===== config.mk =====
export PLATFORM = sky130hd
export DESIGN_NAME = uart_rx
export DESIGN_NICKNAME = d
export VERILOG_FILES = /design/src/rtl/uart_pkg.sv /design/src/rtl/uart_rx_baud_timer.sv /design/src/rtl/uart_rx.sv
export SDC_FILE = /design/constraint.sdc
export NUM_CORES = 1
export LEC_CHECK = 0
export ABC_AREA = 1
export CAP_MARGIN = 5
export CORE_MARGIN = 8
export CORE_UTILIZATION = 53
export DETAILED_ROUTE_END_ITERATION = 12
export PLACE_DENSITY = 0.75
export SLEW_MARGIN = 5
export SYNTH_ARGS = -nofsm -noshare
export SYNTH_HDL_FRONTEND = slang
export SYNTH_SLANG_ARGS = --single-unit

===== constraint.sdc =====
create_clock -name clk -period 1.5 [get_ports clk]
set_clock_uncertainty 0.05 [all_clocks]
set_input_delay 0.15 -clock clk [delete_from_list [all_inputs] [get_ports clk]]
set_output_delay 0.15 -clock clk [all_outputs]
set_load 0.01 [all_outputs]

===== src/rtl/uart_pkg.sv =====
// ---------------------------------------------------------------------------
// uart_pkg
//   Shared definitions for the UART receiver.
//   - rx_state_t : receiver FSM states
//   - DATA_BITS  : payload bits per frame
//   - bit_clks() : clock cycles per serial bit for a given clock and baud rate
//
// The optional parity bit is controlled by the UART_RX_PARITY_EN macro in
// uart_rx.sv. This package does not depend on that macro.
// ---------------------------------------------------------------------------
package uart_pkg;

    localparam int DATA_BITS = 8;

    // PAR is always part of the encoding. When parity is disabled, the
    // receiver never enters PAR.
    typedef enum logic [2:0] {
        IDLE  = 3'd0,
        START = 3'd1,
        DATA  = 3'd2,
        PAR   = 3'd3,
        STOP  = 3'd4,
        BREAK = 3'd5
    } rx_state_t;

    // Whole clock cycles per bit. The fractional remainder is dropped,
    // so there is a small baud error when freq is not an exact multiple.
    function automatic int bit_clks(input int freq, input int baud);
        return freq / baud;
    endfunction

endpackage


===== src/rtl/uart_rx_baud_timer.sv =====
// ---------------------------------------------------------------------------
// baud_timer
//   Bit-period timer for the UART receiver. It counts 0..BIT_CLKS-1 and
//   wraps. The clear input forces it back to 0, so each state starts
//   timing from a known point.
//
// Parameters
//   BIT_CLKS   clock cycles per serial bit (must be >= 2)
//
// Ports
//   clk        in   1  system clock
//   rst        in   1  asynchronous active-high reset
//   clear      in   1  restart the count at 0 on the next edge
//   half_tick  out  1  counter is at BIT_CLKS/2 - 1 (middle of the start bit)
//   full_tick  out  1  counter is at BIT_CLKS - 1 (one full bit elapsed)
// ---------------------------------------------------------------------------
module baud_timer
    import uart_pkg::*;
#(
    parameter int BIT_CLKS = 5208
) (
    input  logic clk,
    input  logic rst,
    input  logic clear,
    output logic half_tick,
    output logic full_tick
);

    localparam int HALF = BIT_CLKS / 2;
    localparam int TW   = (BIT_CLKS > 1) ? $clog2(BIT_CLKS) : 1;

    localparam logic [TW-1:0] HALF_LAST = TW'(HALF - 1);
    localparam logic [TW-1:0] FULL_LAST = TW'(BIT_CLKS - 1);

    logic [TW-1:0] timer_q;
    logic [TW-1:0] timer_d;

    // The counter wraps at the end of each bit period. A receiver that
    // stays in one state, such as DATA, then gets a full_tick every
    // BIT_CLKS cycles without reloading anything.
    always_comb begin
        timer_d = timer_q + TW'(1);
        if (clear || (timer_q == FULL_LAST)) begin
            timer_d = '0;
        end
    end

    always_ff @(posedge clk or posedge rst) begin
        if (rst) begin
            timer_q <= '0;
        end else begin
            timer_q <= timer_d;
        end
    end

    assign half_tick = (timer_q == HALF_LAST);
    assign full_tick = (timer_q == FULL_LAST);

endmodule


===== src/rtl/uart_rx.sv =====
// ---------------------------------------------------------------------------
// uart_rx
//   Asynchronous serial receiver, LSB first.
//   - The line passes through a 2-flop synchronizer.
//   - A start bit is accepted only if the line is still low at mid-bit.
//   - Each data bit is sampled at mid-bit; the stop bit (and optional
//     parity bit) is then checked.
//   - Each received byte is presented with a one-cycle data_strobe.
//
// Configuration
//   UART_RX_PARITY_EN  when defined, the frame is start, 8 data, parity,
//                      stop, and a parity mismatch sets rx_error.
//                      Otherwise the frame is 8N1.
//
// Parameters
//   CLK_FREQUENCY  system clock frequency, Hz
//   BAUD_RATE      serial bit rate, bits/s
//   PARITY         1 = odd, 0 = even (used only when parity is enabled)
//
// Ports
//   clk          in   1  system clock
//   rst          in   1  asynchronous active-high reset
//   rx_in        in   1  serial line, asynchronous, idle high
//   dout         out  8  last received byte
//   data_strobe  out  1  one-cycle pulse when dout/rx_error are updated
//   busy         out  1  a frame (or line break) is in progress
//   rx_error     out  1  last frame had a framing or parity error
// ---------------------------------------------------------------------------
module uart_rx
    import uart_pkg::*;
#(
    parameter int CLK_FREQUENCY = 100_000_000,
    parameter int BAUD_RATE     = 19_200,
    parameter int PARITY        = 1
) (
    input  logic                 clk,
    input  logic                 rst,
    input  logic                 rx_in,
    output logic [DATA_BITS-1:0] dout,
    output logic                 data_strobe,
    output logic                 busy,
    output logic                 rx_error
);

    localparam int BIT_CLKS = bit_clks(CLK_FREQUENCY, BAUD_RATE);
    localparam int CW       = $clog2(DATA_BITS);

    localparam logic [CW-1:0] LAST_BIT   = CW'(DATA_BITS - 1);
    localparam logic          PARITY_ODD = (PARITY != 0);

    // -----------------------------------------------------------------------
    // Registers and their next-state values
    // -----------------------------------------------------------------------
    logic [1:0]           sync_q,     sync_d;
    rx_state_t            state_q,    state_d;
    logic [DATA_BITS-1:0] shift_q,    shift_d;
    logic [CW-1:0]        bit_cnt_q,  bit_cnt_d;
    logic                 perr_q,     perr_d;
    logic [DATA_BITS-1:0] dout_q,     dout_d;
    logic                 strobe_q,   strobe_d;
    logic                 rx_error_q, rx_error_d;

    logic rx_s;
    logic timer_clear;
    logic half_tick;
    logic full_tick;

    // -----------------------------------------------------------------------
    // Synchronizer
    // -----------------------------------------------------------------------

    // Both flops reset high, so the line looks idle coming out of reset.
    // This prevents a false start bit. Every decision below uses only rx_s.
    always_comb begin
        sync_d = {sync_q[0], rx_in};
    end

    always_ff @(posedge clk or posedge rst) begin
        if (rst) begin
            sync_q <= 2'b11;
        end else begin
            sync_q <= sync_d;
        end
    end

    assign rx_s = sync_q[1];

    // -----------------------------------------------------------------------
    // Bit timer
    // -----------------------------------------------------------------------

    // Restart the timer on every state change. START then measures half a
    // bit from the detected edge, and later states measure whole bits from
    // that mid-bit point.
    assign timer_clear = (state_d != state_q);

    baud_timer #(
        .BIT_CLKS (BIT_CLKS)
    ) u_baud_timer (
        .clk       (clk),
        .rst       (rst),
        .clear     (timer_clear),
        .half_tick (half_tick),
        .full_tick (full_tick)
    );

    // -----------------------------------------------------------------------
    // FSM: state register
    // -----------------------------------------------------------------------

    always_ff @(posedge clk or posedge rst) begin
        if (rst) begin
            state_q <= IDLE;
        end else begin
            state_q <= state_d;
        end
    end

    // -----------------------------------------------------------------------
    // FSM: next-state logic
    // -----------------------------------------------------------------------

    // - A start bit that is high again at mid-bit is treated as a glitch.
    // - A stop bit sampled low means the line may be in a break. BREAK holds
    //   until the line goes high again, so a held-low line cannot start
    //   a new frame.
    always_comb begin
        state_d = state_q;
        unique case (state_q)
            IDLE: begin
                if (!rx_s) begin
                    state_d = START;
                end
            end
            START: begin
                if (half_tick) begin
                    state_d = rx_s ? IDLE : DATA;
                end
            end
            DATA: begin
                if (full_tick && (bit_cnt_q == LAST_BIT)) begin
`ifdef UART_RX_PARITY_EN
                    state_d = PAR;
`else
                    state_d = STOP;
`endif
                end
            end
            PAR: begin
                if (full_tick) begin
                    state_d = STOP;
                end
            end
            STOP: begin
                if (full_tick) begin
                    state_d = rx_s ? IDLE : BREAK;
                end
            end
            BREAK: begin
                if (rx_s) begin
                    state_d = IDLE;
                end
            end
            default: begin
                state_d = IDLE;
            end
        endcase
    end

    // -----------------------------------------------------------------------
    // FSM: outputs and datapath next-state logic
    // -----------------------------------------------------------------------

    // Bits shift in at the MSB, so after the last shift the first bit
    // received (the LSB) is in bit 0.
    //
    // perr_q is cleared for every frame. When parity is disabled it stays 0,
    // because PAR is never entered, so rx_error reflects the stop bit only.
    always_comb begin
        shift_d    = shift_q;
        bit_cnt_d  = bit_cnt_q;
        perr_d     = perr_q;
        dout_d     = dout_q;
        strobe_d   = 1'b0;
        rx_error_d = rx_error_q;
        unique case (state_q)
            START: begin
                bit_cnt_d = '0;
                perr_d    = 1'b0;
            end
            DATA: begin
                if (full_tick) begin
                    shift_d   = {rx_s, shift_q[DATA_BITS-1:1]};
                    bit_cnt_d = bit_cnt_q + CW'(1);
                end
            end
            PAR: begin
                if (full_tick) begin
                    perr_d = ((^shift_q) ^ rx_s) != PARITY_ODD;
                end
            end
            STOP: begin
                if (full_tick) begin
                    dout_d     = shift_q;
                    strobe_d   = 1'b1;
                    rx_error_d = perr_q | ~rx_s;
                end
            end
            default: begin
            end
        endcase
    end

    // -----------------------------------------------------------------------
    // Datapath registers
    // -----------------------------------------------------------------------

    // A reset in mid-frame discards the partial byte and sets all outputs
    // back to their reset values.
    always_ff @(posedge clk or posedge rst) begin
        if (rst) begin
            shift_q    <= '0;
            bit_cnt_q  <= '0;
            perr_q     <= 1'b0;
            dout_q     <= '0;
            strobe_q   <= 1'b0;
            rx_error_q <= 1'b0;
        end else begin
            shift_q    <= shift_d;
            bit_cnt_q  <= bit_cnt_d;
            perr_q     <= perr_d;
            dout_q     <= dout_d;
            strobe_q   <= strobe_d;
            rx_error_q <= rx_error_d;
        end
    end

    assign busy        = (state_q != IDLE);
    assign dout        = dout_q;
    assign data_strobe = strobe_q;
    assign rx_error    = rx_error_q;

endmodule

Yosys cells after proc, flatten, opt, wreduce, memory -nomap -nowiden
Cells that the tools add are included.
{"block": "classes", "n_addsub": 2, "n_mul": 0, "n_div": 0, "shifts": 0, "order_cmp": 0, "eq_ne": 11, "reduce_logical": 11, "n_bitwise": 4, "muxes": 16}
{"operator": "3-bit 2-to-1 mux", "count": 8}
{"operator": "3-bit case mux with 6 select lines", "count": 1}
{"operator": "13-bit by 1-bit adder with 13-bit output (second input constant)", "count": 1}
{"operator": "13-bit by 12-bit == test with 1-bit output (second input constant)", "count": 1}
{"operator": "13-bit == test (second input constant)", "count": 1}
{"operator": "13-bit 2-to-1 mux", "count": 1}
{"operator": "3-bit == test (second input constant)", "count": 3}
{"operator": "2-bit AND reduction", "count": 4}
{"operator": "8-bit XOR reduction", "count": 1}
{"operator": "3-bit by 2-bit == test with 1-bit output (second input constant)", "count": 2}
{"operator": "3-bit case mux with 2 select lines", "count": 1}
{"operator": "2-bit != test (second input constant)", "count": 2}
{"operator": "2-bit nonzero test", "count": 2}
{"operator": "3-bit by 1-bit adder with 3-bit output (second input constant)", "count": 1}
{"operator": "3-bit by 1-bit == test with 1-bit output (second input constant)", "count": 1}
{"operator": "3-bit logical NOT", "count": 1}
{"operator": "1-bit 2-to-1 mux", "count": 3}
{"operator": "3-bit != test", "count": 1}
{"operator": "3-bit nonzero test", "count": 1}
{"operator": "2-bit 2-to-1 mux", "count": 1}
{"operator": "1-bit NOT", "count": 2}
{"operator": "1-bit case mux with 2 select lines", "count": 1}
{"operator": "1-bit logical AND", "count": 1}
{"operator": "1-bit logical OR", "count": 1}
{"operator": "2 further kinds", "count": 2}
{"block": "totals", "n_memories": 0, "word_cells": 53, "rom_bits": 0, "latchBits": 0, "reg_bits": 40, "ramBits": 0, "in_bits": 3}

Longest topological paths before layout
Gate-level depths: netlist (run 1).
{"block": "depth", "ltp_word": 7, "depth_mapped": 11, "mapped_depth_nobuf": 10}

Cells and area by module
A second synthesis (run 1) with hierarchy kept.
{"block": "hier_totals", "hier_cells": 277, "hier_area_um2": 2248.4}
{"mod": "uart_rx", "seq_area_each_um2": 678.2, "n_inst": 1, "cells_per_inst": 173, "area_each_um2": 1448.9}
{"mod": "baud_timer", "seq_area_each_um2": 325.3, "n_inst": 1, "cells_per_inst": 104, "area_each_um2": 799.5}

Least setup slack after synthesis (run 1)
OpenSTA, ideal clock, no wires.
{"block": "synth_path", "kind": "flip-flop to flip-flop", "startpoint": "register u_baud_timer.timer_q[0]", "endpoint": "register dout_q[0], in the netlist dout[0]", "arrival_ns": 1.511, "slack_ns": -0.186, "stages_incl_launch_ff": 8, "period_less_slack_ns": 1.686, "path_cell_list": "dfrtp_1 ha_1 nand2_2 nor2_4 nand3_4 nor2_4 buf_6 mux2_4"}
{"block": "synth_via", "elab_chain_cells": 2}
{"element": "start: declaration", "line": "uart_rx_baud_timer.sv:35", "text": "logic [TW-1:0] timer_q;"}
{"element": "start signal: assignment", "line": "uart_rx_baud_timer.sv:52", "text": "timer_q <= timer_d;"}
{"element": "13-bit == test", "line": "uart_rx_baud_timer.sv:57", "text": "assign full_tick = (timer_q == FULL_LAST);"}
{"element": "2-bit AND reduction (no source line)"}
{"element": "end signal: assignment", "line": "uart_rx.sv:232", "text": "dout_q <= dout_d;"}
{"element": "end: declaration", "line": "uart_rx.sv:59", "text": "logic [DATA_BITS-1:0] dout_q, dout_d;"}
No other way between the ends.
A chain may end at the register's enable or synchronous reset.

Worst setup path in the final report (run 1)
{"block": "layout_path", "startpoint": "register u_baud_timer.timer_q[1]", "endpoint": "register u_baud_timer.timer_q[7]"}
{"block": "layout_via", "elab_chain_cells": 7}
{"element": "13-bit == test", "line": "uart_rx_baud_timer.sv:43, uart_rx_baud_timer.sv:57"}
{"element": "1-bit logical AND", "line": "uart_rx.sv:141", "text": "if (full_tick && (bit_cnt_q == LAST_BIT)) begin"}
{"element": "3-bit 2-to-1 mux", "line": "uart_rx.sv:141"}
{"element": "3-bit case mux with 6 select lines", "line": "uart_rx.sv:129", "text": "unique case (state_q)"}
{"element": "3-bit != test", "line": "uart_rx.sv:95", "text": "assign timer_clear = (state_d != state_q);"}
{"element": "1-bit logical OR", "line": "uart_rx_baud_timer.sv:43", "text": "if (clear || (timer_q == FULL_LAST)) begin"}
{"element": "13-bit 2-to-1 mux *", "line": "uart_rx_baud_timer.sv:43"}
{"element": "named net u_baud_timer.timer_d[7]", "line": "uart_rx_baud_timer.sv:36", "text": "logic [TW-1:0] timer_d;"}
Mark *: on every way through the listed nets, which the timed path passes. The rest lies on a longest branch.

==> impl_metrics.toml, run 1 <==
[placement]
post-dp-hpwl_um = 3298
placed_cell_area_um2 = 2718
finalWeightedCongestion = 0.8192
preCtsSetupSlack_ns = -0.1906
placed_cells_incl_taps = 324
io_buffer_count = 13

[yosys]
mappedNetlistArea_um2 = 2190
ys_seq_area_frac = 0.4583
avgSynthCellArea_um2 = 9.863
syn_inst = 222
synth.yosys.warnings = 0
synth.ff_latch_count = 40
synth_cell_type_count = 27
synth_fp_nets = 228

[worst_setup_path]
reg2reg_setup_slack_ns = -0.27
path_type_of_the_worst_setup_path = "flop to flop"
worst_path_arrival_ns = 1.92
worst-r2r-cell-count = 11
cp_max_fo = 6
crit_required_ns = 1.65
worst_setup_path_end_kind = "flop"
critical_path.startpoint_type = "flop"

[route]
num_vias = 1824
drt_first_iter_violations = 100
post_drt_wl_per_cell_um = 16.38
postRouteWirelength_um = 5587
first_pass_detailed_route_iteration_total = 4
drc = 0
route.antenna.remaining_nets = 0
viasPerCell = 5.349

[finish]
area_delta_synth_final_pct = 41.60
final-seq-area_um2 = 1006
layout.cells.most_common_list = "43 x buf_4, 36 x dfrtp_1, 32 x nand2_1, 19 x inv_1, 13 x xor2_1"
finalNetCount = 296
final.fill_count = 247
drive_above_1_share = 0.4708
layout.cell_area.non_filler_um2 = 3100
multi_input_comb_area_um2 = 1169
layout.cells.most_common = "buf_4"
finish.cell_count_without_fillers = 341
antenna-diode-count = 0

[timing]
finalHoldWorstSlack_ns = 0.1477
hold_viol = 0
final_critical_path_setup_slack_ns = -0.2699
drv_slew = 0
grt_setup_unrepaired = "true"
setup_viol = 35
layout_worst_path_cycle_share = 1.180
slew_headroom = 0.7652
finalWorstPathRequiredPeriod_ns = 1.770
worst_slew_pin_slew_ns = 0.3495
max_clock_freq_mhz = 565.0

[floorplanning]
io-pin-count = 14
initial_core_util = 0.5474
die-area_um2 = 6444
dieWidth_um = 80.28
rows = 23
chipHeight_um = 80.28
core_region_area_um2 = 4000

[clock_tree]
clock-sinks = 40
cts_tree = "done"
cts_buffers = 5
clk_pin_slew_worst_paths_ns = 0.08
cts_htree_levels = 2
holdBufCountCts = 0
worstSkewPairLatency_ns = 0.31
cts.root.buffer_cell = "clkbuf_8"
clock_tree.buffer_depth = 2

[global_routing]
first_global_vias = 1726
global_route.overflow_total = 0
wire_length_of_the_first_global_routing_pass_um = 8507
grtUsageTotal = 0.1705
antenna_found_initial = 0
grt_start_max_net_pins = 41

[outcome]
result_of_the_run = "finished, violations left"
failed_checks = "setup timing"

[flow_run]
maxCapViolCount = 0

[power_and_ir_drop]
cellLeakagePower_nw = 1.414
report.power.total_mw = 2.029
ir_drop_uv = 462.7
cellPowerDensity_nw_per_um2 = 654.3

[min_path]
worstHoldPathType = "input port to async pin"
## state kept, by name (all words and copies together), names as in the netlist
name                  count
data_strobe               1
sync_q                    2
dout                      8
perr_q                    1
state_q                   3
u_baud_timer.timer_q     13
shift_q                   8
bit_cnt_q                 3
rx_error                  1
## layer usage
metal / global-route usage / vias to the layer above / part of all wire
li1: - / 855 / -
met1: 0.2084 / 889 / 0.41
met2: 0.2797 / 70 / 0.51
met3: 0.04464 / 10 / 0.062
met4: 0.06545 / 0 / 0.022
met5: 0 / - / 0
## kinds of logic (layout without fill, tap and decap cells)
kind of cell / count (synthesis) / after routing / share of synthesized area
flops: 40 / 40 / 0.4583
compound gates: 14 / 14 / 0.05257
buf+inv: 33 / 102 / 0.07543
fa+ha+maj: 3 / 3 / 0.01714
mux: 8 / 8 / 0.05486
simple gates: 105 / 105 / 0.2657
xor+xnor: 19 / 19 / 0.07600
## metrics by stage
step,setup TNS [ns],utilization
global placement,-3.246,0.6794
finish,-5.900,0.7751
CTS,-4.597,0.7376
global route,-8.565,0.7751
detailed placement,-4.800,0.6794
floorplan,-1.990,-
## where the power goes
group	internal (mW)	switching (mW)	total (mW)
Clock	0.492	0.412	0.905
Sequential	1.08	0.00189	1.08
Combinational	0.0130	0.0269	0.0399
Total	1.59	0.441	2.03
## Yosys cell counts
library cell	number	area share
nor2_4	3	0.015
o2111ai_1	1	0.0040
nand2_1	40	0.069
nand3_2	1	0.0046
dfrtp_1	38	0.43
inv_1	21	0.036
nor2_1	10	0.017
dfstp_2	2	0.024
o21ai_0	6	0.014
xnor2_1	6	0.024
nand3_1	16	0.037
nor3_1	11	0.025
nand3_4	2	0.016
nor3_2	10	0.046
nor2_2	2	0.0057
buf_8	1	0.0069
xor2_1	13	0.052
nand2_4	1	0.0051
nand4_1	4	0.011
o21ai_2	5	0.020
mux2_4	8	0.055
nand2_2	4	0.011
or2_1	1	0.0029
o21ai_4	2	0.015
inv_2	7	0.012
buf_6	4	0.021
ha_1	3	0.017
## path summary, 6_finish.rpt
kind                                         start                       to
setup / recovery           u_baud_timer.timer_q[1]  u_baud_timer.timer_q[7]
hold / removal                                 rst                  dout[2]
setup reg to reg           u_baud_timer.timer_q[1]  u_baud_timer.timer_q[7]
hold reg to reg                          sync_q[0]                sync_q[1]
max in group asynchronous                      rst                sync_q[0]
min in group clk                             rx_in                sync_q[0]
## critical path: stages (launching register included)
cell and delay (ns):
dfrtp_1 0.40, ha_4 0.17, nand2_2 0.05, inv_2 0.05, nand2_2 0.06, nor2_4 0.13
nand2_2 0.06, nand2_2 0.09, nand3_4 0.08, o21ai_4 0.26, clkbuf_16 0.21, nor3_4 0.03
## what timing repair did
item | in CTS | in global routing
resized for setup | 23 | 23
setup buffers | 3 | 3
cloned | 1 | 2
pin swaps | 6 | 9
endpoints found under the setup margin | 36 | 37
## cell type report
type                            instances  area share
Clock buffer                            5     0.02220
Clock inverter                          3     0.01372
Inverter                               28     0.03551
Multi-Input combinational cell        149      0.3769
Sequential cell                        40      0.3245
Tap cell                               50     0.02018
Timing Repair Buffer                   66      0.2070
Power figures use the tool's default switching activity.
==> inputs of run 2 (changes only) <==
--- a/config.mk
+++ b/config.mk
@@ -6,9 +6,11 @@
 export NUM_CORES = 1
 export LEC_CHECK = 0
 export ABC_AREA = 1
+export ABC_CLOCK_PERIOD_IN_PS = 1500
 export CAP_MARGIN = 5
 export CORE_MARGIN = 8
 export CORE_UTILIZATION = 53
+export CTS_CLUSTER_DIAMETER = 50
 export DETAILED_ROUTE_END_ITERATION = 12
 export PLACE_DENSITY = 0.75
 export SLEW_MARGIN = 5
==> results of run 2 <==
The final DEF is identical to that of run 1; final timing and power are the same.
